==> config.mk <==
export PLATFORM = sky130hd
export DESIGN_NAME = global_avg_pool_stream
export DESIGN_NICKNAME = d
export VERILOG_FILES = /design/src/rtl/global_avg_pool_stream.sv
export SDC_FILE = /design/constraint.sdc
export NUM_CORES = 1
export LEC_CHECK = 0
export BUFFER_PORTS_ARGS = -buffer_cell sky130_fd_sc_hd__buf_2
export CORE_MARGIN = 5
export CORE_UTILIZATION = 30
export DETAILED_ROUTE_END_ITERATION = 12
export SYNTH_ARGS = -nofsm -noshare
export SYNTH_HDL_FRONTEND = slang
export SYNTH_SLANG_ARGS = --single-unit
==> constraint.sdc <==
create_clock -name clk -period 14.82 [get_ports clk]
set_input_delay 1.482 -clock clk [delete_from_list [all_inputs] [get_ports clk]]
set_output_delay 1.482 -clock clk [all_outputs]
set_load 0.02 [all_outputs]
==> src/rtl/global_avg_pool_stream.sv <==
// global_avg_pool_stream: streaming per-channel global average pool (AdaptiveAvgPool2d -> 1x1).
// Rev 1.0 - planar/interleaved input order, signed/unsigned data, floor or round-half-up division.
`default_nettype none

module global_avg_pool_stream #(
   parameter int DATA_WIDTH = 16,
   parameter int IN_HEIGHT  = 7,
   parameter int IN_WIDTH   = 7,
   parameter int CHANNELS   = 16,
   parameter int CH_ORDER   = 0,
   parameter int SIGNED     = 0,
   parameter int ROUND      = 0
) (
   input  logic                  clk,
   input  logic                  rst,
   input  logic [DATA_WIDTH-1:0] in_data,
   input  logic                  in_valid,
   output logic                  in_ready,
   output logic [DATA_WIDTH-1:0] out_data,
   output logic [((CHANNELS > 1) ? $clog2(CHANNELS) : 1)-1:0] out_channel,
   output logic                  out_last,
   output logic                  out_valid,
   input  logic                  out_ready,
   output logic                  busy
);

   localparam int N     = IN_HEIGHT * IN_WIDTH;
   localparam int ACC_W = DATA_WIDTH + $clog2(N);
   localparam int PIX_W = (N > 1) ? $clog2(N) : 1;
   localparam int CH_W  = (CHANNELS > 1) ? $clog2(CHANNELS) : 1;
   localparam int NUM_W = ACC_W + 2;

   localparam logic [PIX_W-1:0] PIX_LAST = PIX_W'(N - 1);
   localparam logic [CH_W-1:0]  CH_LAST  = CH_W'(CHANNELS - 1);
   localparam logic [NUM_W-1:0] DEN      = (ROUND != 0) ? NUM_W'(2 * N) : NUM_W'(N);

   typedef enum logic [1:0] {
      ACCUM = 2'd0,
      CALC  = 2'd1,
      OUT   = 2'd2
   } state_t;

   state_t state, state_nxt;

   logic [ACC_W-1:0] acc [CHANNELS];
   logic [PIX_W-1:0] pix_cnt;
   logic [CH_W-1:0]  ch_cnt;
   logic [CH_W-1:0]  out_idx;

   logic             accept;
   logic             last_elem;
   logic [ACC_W-1:0] in_ext;
   logic [NUM_W-1:0] num;
   logic [NUM_W-1:0] mag;
   logic [NUM_W-1:0] quo_mag;
   logic             neg;
   logic [DATA_WIDTH-1:0] avg;

   assign in_ready  = (state == ACCUM);
   assign out_valid = (state == OUT);
   assign accept    = in_valid && in_ready;
   assign last_elem = (pix_cnt == PIX_LAST) && (ch_cnt == CH_LAST);
   assign busy      = (state != ACCUM) || (pix_cnt != '0) || (ch_cnt != '0);

   always_comb begin
      in_ext = ACC_W'(in_data);
      if (SIGNED != 0)
         in_ext = ACC_W'($signed(in_data));
   end

   // Floor division on a sign/magnitude split: a negative numerator rounds its
   // magnitude up so the quotient lands toward minus infinity.
   always_comb begin
      num = NUM_W'(acc[out_idx]);
      if (SIGNED != 0)
         num = NUM_W'($signed(acc[out_idx]));
      if (ROUND != 0)
         num = (num << 1) + NUM_W'(N);
      neg     = (SIGNED != 0) && num[NUM_W-1];
      mag     = neg ? (~num + NUM_W'(1)) : num;
      quo_mag = (neg ? (mag + DEN - NUM_W'(1)) : mag) / DEN;
      avg     = DATA_WIDTH'(neg ? (~quo_mag + NUM_W'(1)) : quo_mag);
   end

   always_comb begin
      state_nxt = state;
      case (state)
         ACCUM: if (accept && last_elem) state_nxt = CALC;
         CALC:  state_nxt = OUT;
         OUT:   if (out_ready) state_nxt = (out_idx == CH_LAST) ? ACCUM : CALC;
         default: state_nxt = ACCUM;
      endcase
   end

   always_ff @(posedge clk or negedge rst) begin
      if (!rst)
         state <= ACCUM;
      else
         state <= state_nxt;
   end

   always_ff @(posedge clk or negedge rst) begin
      if (!rst) begin
         pix_cnt     <= '0;
         ch_cnt      <= '0;
         out_idx     <= '0;
         out_data    <= '0;
         out_channel <= '0;
         out_last    <= 1'b0;
         for (int i = 0; i < CHANNELS; i++)
            acc[i] <= '0;
      end else begin
         if (accept) begin
            acc[ch_cnt] <= acc[ch_cnt] + in_ext;
            if (last_elem) begin
               pix_cnt <= '0;
               ch_cnt  <= '0;
               out_idx <= '0;
            end else if (CH_ORDER == 0) begin
               if (pix_cnt == PIX_LAST) begin
                  pix_cnt <= '0;
                  ch_cnt  <= ch_cnt + CH_W'(1);
               end else begin
                  pix_cnt <= pix_cnt + PIX_W'(1);
               end
            end else begin
               if (ch_cnt == CH_LAST) begin
                  ch_cnt  <= '0;
                  pix_cnt <= pix_cnt + PIX_W'(1);
               end else begin
                  ch_cnt <= ch_cnt + CH_W'(1);
               end
            end
         end
         // Reading a sum clears it, so the bank is empty when the next frame starts.
         if (state == CALC) begin
            out_data     <= avg;
            out_channel  <= out_idx;
            out_last     <= (out_idx == CH_LAST);
            acc[out_idx] <= '0;
         end
         if ((state == OUT) && out_ready && (out_idx != CH_LAST))
            out_idx <= out_idx + CH_W'(1);
      end
   end

endmodule

`default_nettype wire

# Yosys cells after proc, flatten, opt, wreduce, memory -nomap -nowiden
# Index checks and enable logic that the tools add are counted.
[totals]
reg_bits = 389
input_bits = 20
output_inout_bits = 24
word_cells = 87
[classes]
n_addsub = 4
n_div = 1
magnitude_cmp = 4
n_eq_ne = 8
muxes = 24
bitwise_logic = 4
reduce_logical = 19
[op_table]
columns = ["op", "count"]
rows = [
  ["352-bit two-way mux", 2],
  ["352-bit bitwise AND", 1],
  ["352-bit bitwise mux", 1],
  ["352-bit NOT", 1],
  ["22-bit binary-select mux with 4-bit select", 2],
  ["22-bit demux with 4-bit select", 2],
  ["22-bit two-way mux", 6],
  ["22-bit by 6-bit divider with 24-bit output (second input constant)", 1],
  ["22-bit by 16-bit adder with 22-bit output", 1],
  ["4-bit two-way mux", 5],
  ["6-bit two-way mux", 2],
  ["5-bit >= comparator (second input constant)", 2],
  ["5-bit by 1-bit < comparator with 1-bit output (second input constant)", 2],
  ["4-bit NOT with 5-bit output", 2],
  ["4-bit by 1-bit adder with 4-bit output (second input constant)", 2],
  ["4-bit == test (second input constant)", 2],
  ["2-bit nonzero test", 4],
  ["1-bit logical AND", 7],
  ["6-bit by 1-bit adder with 6-bit output (second input constant)", 1],
  ["6-bit == test (second input constant)", 1],
  ["2-bit one-hot mux with 3 select lines", 1],
  ["2-bit AND reduction", 3],
  ["6-bit nonzero test", 1],
  ["2-bit two-way mux", 2],
  ["8 further kinds", 10],
]

# Longest topological paths before layout
# Gate-level depths: netlist of run 1.
[logic_depth]
depth_word = 9
mapped_depth = 56

# Least setup slack after synthesis of run 1
# OpenSTA, ideal clock, no wires.
[synth_path]
path_kind = "register to register"
startpoint = "register out_idx[0]"
endpoint = "register out_data[0]"
setup_time_ps = 126
arrival_time_ps = 11711
slack_ps = 2984
path_stages_with_launch = 51
path_buffers = 5
cell_sequence = "dfrtp_1 -> buf_6 -> buf_12 -> mux4_2 -> nand2_1 -> nand4_2 -> nor4_2 -> mux2_2 -> a21oi_2 -> o31ai_4 -> a21oi_4 -> o311ai_2 -> o31a_1 -> buf_6 -> mux2_4 -> o2111a_1 -> o31ai_4 -> a31oi_4 -> [15 not listed] -> a31oi_4 -> o21ai_1 -> a21oi_1 -> o21ai_1 -> a21oi_2 -> a211oi_1 -> a221o_1 -> buf_6 -> nor4b_4 -> o221ai_1 -> and2_1 -> buf_2 -> xnor2_1 -> ha_1 -> xnor3_1 -> a31oi_1 -> a21o_1 -> a221o_1"
[synth_via]
elab_chain_len = 5
[synth_rtl]
columns = ["item", "line_no", "text"]
rows = [
  ["start: declaration", "48", "logic [CH_W-1:0] out_idx;"],
  ["start signal: assignment", "143", "out_idx <= out_idx + CH_W'(1);"],
  ["4-bit NOT with 5-bit output (not written as such)", "74", "num = NUM_W'(acc[out_idx]);"],
  ["22-bit binary-select mux with 4-bit select", "74", ""],
  ["22-bit two-way mux (not written as such) (2 in a row)", "74", ""],
  ["22-bit by 6-bit divider with 24-bit output", "81", "quo_mag = (neg ? (mag + DEN - NUM_W'(1)) : mag) / DEN;"],
  ["end signal: assignment", "137", "out_data <= avg;"],
  ["end: declaration", "19", "output logic [DATA_WIDTH-1:0] out_data,"],
]
# No other way between the ends. The select of a mux whose other input is x is not followed.
# A chain may end at the register's enable or synchronous reset.

# Final worst setup path of run 1
[layout_path]
startpoint = "register out_idx[3]"
endpoint = "register out_data[0]"
# Same word-level chain as after synthesis.

==> metrics.yaml, run 1 <==
clock.fmax_mhz: 72.6
final-hold-violation-count: 0
top_usage_layer: "met2"
yosys.area.top_type_share_pct: 38.4
core_sq_um: 83700
routabilityCongestion: 0.853
tightest_slew_ns: 1.33
seqCellArea_sq_um: 9750
place_area_sq_um: 26700
cap_violations: 0
start_util_pct: 30.3
critPathKind: "reg -> reg"
cts_sinks: 389
syn_area_sq_um: 25300
status: "complete, no violations"
post-route-drc-count: 0
grt_util_met1_pct: 24.3
crit_slowest_cell: "dfrtp_1"
crit-reg2reg-capture: "out_data[0]"
hp-class: "reg -> reg"
crit_fanout: 14
grt_setup_unrepaired: "false"
fin_crit_ns: 13.78
vias: 20900
portBuffers: 43
use_met2_pct: 29.6
synth_cell_type_count: 124
synth_top_cell_by_area: "dfrtp_1"
grt_pass1_vias: 20100
dieHeight_microns: 301
num_io_pins: 44
post-route-period-util_pct: 93.0
multi_input_area_sq_um: 14700
avgViaCountPerCell: 5.59
whs_endpoint: "out_channel[2]"
ctsHtreeMaxLevel: 2
syn_nets: 2667
wire_per_inst_microns: 22.0
cpPeakStageDelay_ns: 0.90
synth_ff_type: "dfrtp_1"
yosys.cell_count.top_type: "nor2_1"
clock_path_buffers: 3
holdPathStages: 2
worstRegToRegCells: 45
setup_violations: 0
route.antenna.remaining_nets: 0
clock_latency_ns: 0.63
cts-buffers-inserted: 48
synth-seq-area-share_pct: 38.4
synth_common_cells: "nor2_1, dfrtp_1, a21oi_1"
antenna_found_initial: 0
path_clk_slew_ns: 0.06
post-route-cell-area_sq_um: 28400
rr_startpoint: "out_idx[3]"
synth_area_per_cell_sq_um: 9.68
synth_cells: 2618
synth_edf_count: 0
track_usage_pct: 17.7
worstPathRequired_ns: 15.31
die_area_sq_um: 90400
dpl.hpwl_mm: 53.5
root_buffer: "clkbuf_16"
cts_tree: "yes"
fin_nets: 2616
yosysWarnings: 0
fill_cells: 8418
grt_first_pass_wirelength_mm: 125
rows: 106
drive_gt1_share_pct: 19.6
fin_worst_skew_ns: 0.0594
crit_arrival_ns: 14.27
drtPass1Iterations: 6
start_kind: "flop"
grt_remaining_overflow: 0
die_w_microns: 301
met3_usage_pct: 2.65
area_growth_pct: 12.2
r2r_setup_slack_ns: 1.04
ys_top_cells_by_area: "dfrtp_1, mux4_2, nor2_1, a21oi_1, nand2_1"
async_flop_share_pct: 100
end_kind: "flop"
slew_headroom_pct: 10.6
grt_max_degree: 113
drtIter0Drc: 2319
synth-seq-cells: 389
slew_viol_final: 0
setup_tns_ns: 0
drt_wl_total_mm: 82.3
hp-start: "out_channel[2]"
worst max-delay path: cells and delay by family (launching register included):
kind / cells / cell delay, ns
xor+xnor: 3 / 0.67
mux: 3 / 1.17
fa+ha+maj: 1 / 0.25
compound gates: 24 / 6.36
simple gates: 14 / 4.26
flops: 1 / 0.90
placed cells by master, fill, tap and decap left out, drive strengths merged, types with 8 or more instances in the layout:
master	n
or3	8
mux4	211
nor3	35
mux2	10
o21ai	70
and4	8
and3	9
ha	28
xor2	13
a31oi	11
inv	39
xnor2	45
dfrtp	389
clkbuf	68
buf	108
o21a	11
nand2	206
and2	27
a21o	13
clkinv	11
o211ai	9
nor2	631
a21oi	317
nand4	12
nand3	32
o21bai	15
nor2b	10
a211oi	103
nand2b	9
mux2i	15
state kept, by name, indices dropped and copies added, names as in the netlist:
| name | count |
|---|---|
| state | 2 |
| ch_cnt | 4 |
| out_data | 16 |
| out_idx | 4 |
| out_channel | 4 |
| acc | 352 |
| out_last | 1 |
| pix_cnt | 6 |
per-stage QoR:
| step | worst slack [ns] | hold slack [ns] | util [%] | instances |
|---|---|---|---|---|
| 3_3_place_gp | 1.02 | 0.455 | 31.9 | 3648 |
| 5_1_grt | 0.0536 | 0.495 | 34.0 | 3739 |
| 6_report | 1.04 | 0.466 | 34.0 | 3740 |
| 4_1_cts | 0.809 | 0.473 | 33.9 | 3736 |
| 2_1_floorplan | 2.98 | 0.487 | - | 2618 |
| 3_5_place_dp | 0.883 | 0.459 | 31.9 | 3648 |
area by class of cell:
| type | count | share of cell area [%] |
|---|---|---|
| Antenna cell | 1 | 0.00880 |
| Clock buffer | 68 | 4.98 |
| Clock inverter | 20 | 0.911 |
| Inverter | 36 | 0.475 |
| Multi-Input combinational cell | 1984 | 51.7 |
| Sequential cell | 389 | 34.3 |
| Tap cell | 1134 | 4.99 |
| Timing Repair Buffer | 108 | 2.67 |
logic make-up (layout without fill, tap and decap cells):
| group | Yosys count | count (layout) | synth area share [%] |
|---|---|---|---|
| AOI/OAI and AO/OA | 649 | 649 | 16.9 |
| xor gates and xnor gates | 59 | 59 | 2.26 |
| adders and majority gates | 31 | 31 | 1.54 |
| buffers and inverters | 245 | 232 | 4.01 |
| DFF | 389 | 389 | 38.4 |
| muxes | 236 | 236 | 19.9 |
| other | 0 | 1 | 0 |
| and+or+nand+nor | 1009 | 1009 | 17.0 |
how the worst max path moves through the flow:
stage                from     endpoint  slack (ns)  depth (start not counted)
2_1_floorplan  out_idx[0]  out_data[0]        2.98                         50
3_3_place_gp   out_idx[0]  out_data[0]        1.02                         44
3_5_place_dp   out_idx[0]  out_data[0]        0.88                         44
4_1_cts        out_idx[0]  out_data[0]        0.81                         44
5_1_grt        out_idx[3]  out_data[0]        0.05                         46
6_report       out_idx[3]  out_data[0]        1.04                         45
metal layers:
layer	wire, microns	up-vias
li1	-	9383
met1	34800	10500
met2	39100	850
met3	6350	142
met4	2110	0
met5	0	-
timing repair:
item                                    4_1_cts  5_1_grt
hold buffers                                  0        0
resized for setup                             0        1
buffers inserted                              0        3
endpoints found under the setup margin        0        2
Power of run 1 is left out: the tool's default activity adds up to more than one toggle a clock period on the data nets, which glitch-free logic cannot reach.
==> inputs of run 2 (changes only) <==
--- a/config.mk
+++ b/config.mk
@@ -9,6 +9,7 @@
 export CORE_MARGIN = 5
 export CORE_UTILIZATION = 30
 export DETAILED_ROUTE_END_ITERATION = 12
+export PLACE_DENSITY_LB_ADDON = 0.15
 export SYNTH_ARGS = -nofsm -noshare
 export SYNTH_HDL_FRONTEND = slang
 export SYNTH_SLANG_ARGS = --single-unit
==> run 2 against run 1 <==
Net effect:
- cell count shrank 0.29%
- design area shrank 0.50%
- non-clock buffer count shrank 4
- count of clock-buffer cells in the layout grew 4
- via count shrank 0.87%
- first-iteration DRC count shrank 22%
- register-to-register slack gained 0.02 ns
- clock skew shrank 0.046 ns
- wire length grew 11%
- sequential share of layout area grew 0.17 points
- highest routed layer unchanged
==> metrics.yaml, run 2 (synthesis results as in run 1) <==
tightest_slew_ns: 1.33
slew_headroom_pct: 11.3
crit-reg2reg-capture: "out_data[0]"
grt_remaining_overflow: 0
seqCellArea_sq_um: 9750
setup_tns_ns: 0
hold_buffers: 0
layout_commonest_cell: "nor2_1"
crit_slowest_cell: "dfrtp_4"
track_usage_pct: 19.9
largest-register: "acc"
drtIter0Drc: 1810
cts_tree: "yes"
core_sq_um: 83700
cts_sinks: 389
hp-start: "out_data[6]"
fin_crit_ns: 13.76
root_buffer: "clkbuf_16"
final_cell_mix: "nor2_1, dfrtp_1, a21oi_1"
antenna_found_initial: 0
whs_endpoint: "out_data[6]"
clock_path_buffers: 3
clock_latency_ns: 0.60
cts-buffers-inserted: 48
route.antenna.remaining_nets: 0
num_io_pins: 44
start_kind: "flop"
rows: 106
final-hold-violation-count: 0
fin_worst_skew_ns: 0.0135
largest_reg_flops: 352
ctsHtreeMaxLevel: 2
cpPeakStageDelay_ns: 0.66
grt_first_pass_wirelength_mm: 137
rr_startpoint: "out_idx[0]"
start_util_pct: 30.3
crit_fanout: 23
drt_wl_total_mm: 91.3
reg_top3: "acc x352, out_data x16, pix_cnt x6"
vias: 20700
fin_nets: 2612
dieHeight_microns: 301
fill_cells: 8487
post-route-period-util_pct: 92.9
multi_input_area_sq_um: 14700
cap_violations: 0
grt_setup_unrepaired: "false"
end_kind: "flop"
critPathKind: "reg -> reg"
worstRegToRegCells: 46
grt_max_degree: 119
dpl.hpwl_mm: 58.3
routabilityCongestion: 0.869
setup_violations: 0
hp-class: "reg -> reg"
r2r_setup_slack_ns: 1.06
antenna_cells: 0
status: "complete, no violations"
die_area_sq_um: 90400
worstPathRequired_ns: 15.30
grt_pass1_vias: 20400
path_clk_slew_ns: 0.06
cpMostUsedCell: "o21ai_1"
clock.fmax_mhz: 72.7
holdPathStages: 2
portBuffers: 43
crit_arrival_ns: 14.24
avgViaCountPerCell: 5.56
slew_viol_final: 0
drive_gt1_share_pct: 19.3
die_w_microns: 301
drtPass1Iterations: 7
wire_per_inst_microns: 24.5
post-route-cell-area_sq_um: 28300
area_growth_pct: 11.7
place_area_sq_um: 26600
post-route-drc-count: 0
[run 2: worst max-delay path by stage]
stage,to,slack [ns],cells after the start,from
5_1_grt,out_data[0],0.08,46,out_idx[0]
4_1_cts,out_data[0],0.67,45,out_idx[0]
2_1_floorplan,out_data[0],2.98,50,out_idx[0]
6_report,out_data[0],1.06,46,out_idx[0]
3_5_place_dp,out_data[0],0.73,45,out_idx[0]
3_3_place_gp,out_data[0],1.0,46,out_idx[0]
[run 2: worst max-delay path, delay by kind of cell, from the launching register on]
| kind | cells | cell delay (ns) |
|---|---|---|
| buffers and inverters | 1 | 0.27 |
| muxes | 5 | 2.23 |
| xor gates and xnor gates | 2 | 0.46 |
| and+or+nand+nor | 10 | 3.07 |
| adders and majority gates | 1 | 0.25 |
| DFF | 1 | 0.66 |
| AOI/OAI and AO/OA | 27 | 6.65 |
[run 2: stage by stage]
step / std cells / util, % / hold WS (ns) / setup WS (ns)
after floorplan: 2618 / - / 0.487 / 2.98
after global placement: 3644 / 31.8 / 0.457 / 1.00
after detailed placement: 3644 / 31.8 / 0.465 / 0.728
after CTS: 3726 / 33.7 / 0.478 / 0.667
after global routing: 3729 / 33.8 / 0.509 / 0.0810
final: 3729 / 33.8 / 0.470 / 1.06
[run 2: layout make-up]
cell class | count | share of cell area [%]
timing repair buffer | 104 | 2.55
multi-input combinational | 1984 | 51.9
clock buffer | 72 | 4.99
inverter | 36 | 0.478
clock inverter | 10 | 0.571
tap | 1134 | 5.02
sequential | 389 | 34.5
[run 2: timing repair]
action / in CTS / in global routing
hold endpoints to repair: 0 / 0
setup buffers: 0 / 3
gates resized for setup: 0 / 4
setup endpoints to repair: 0 / 2
[run 2: routing by layer]
layer	global-route usage [%]	share of wire, %	vias to the layer above
met3	2.44	5.9	110
li1	-	-	9378
met5	0	0	-
met2	33.0	48	686
met4	4.57	2.3	0
met1	28.0	44	10600
Power of run 2 is left out for the same reason.
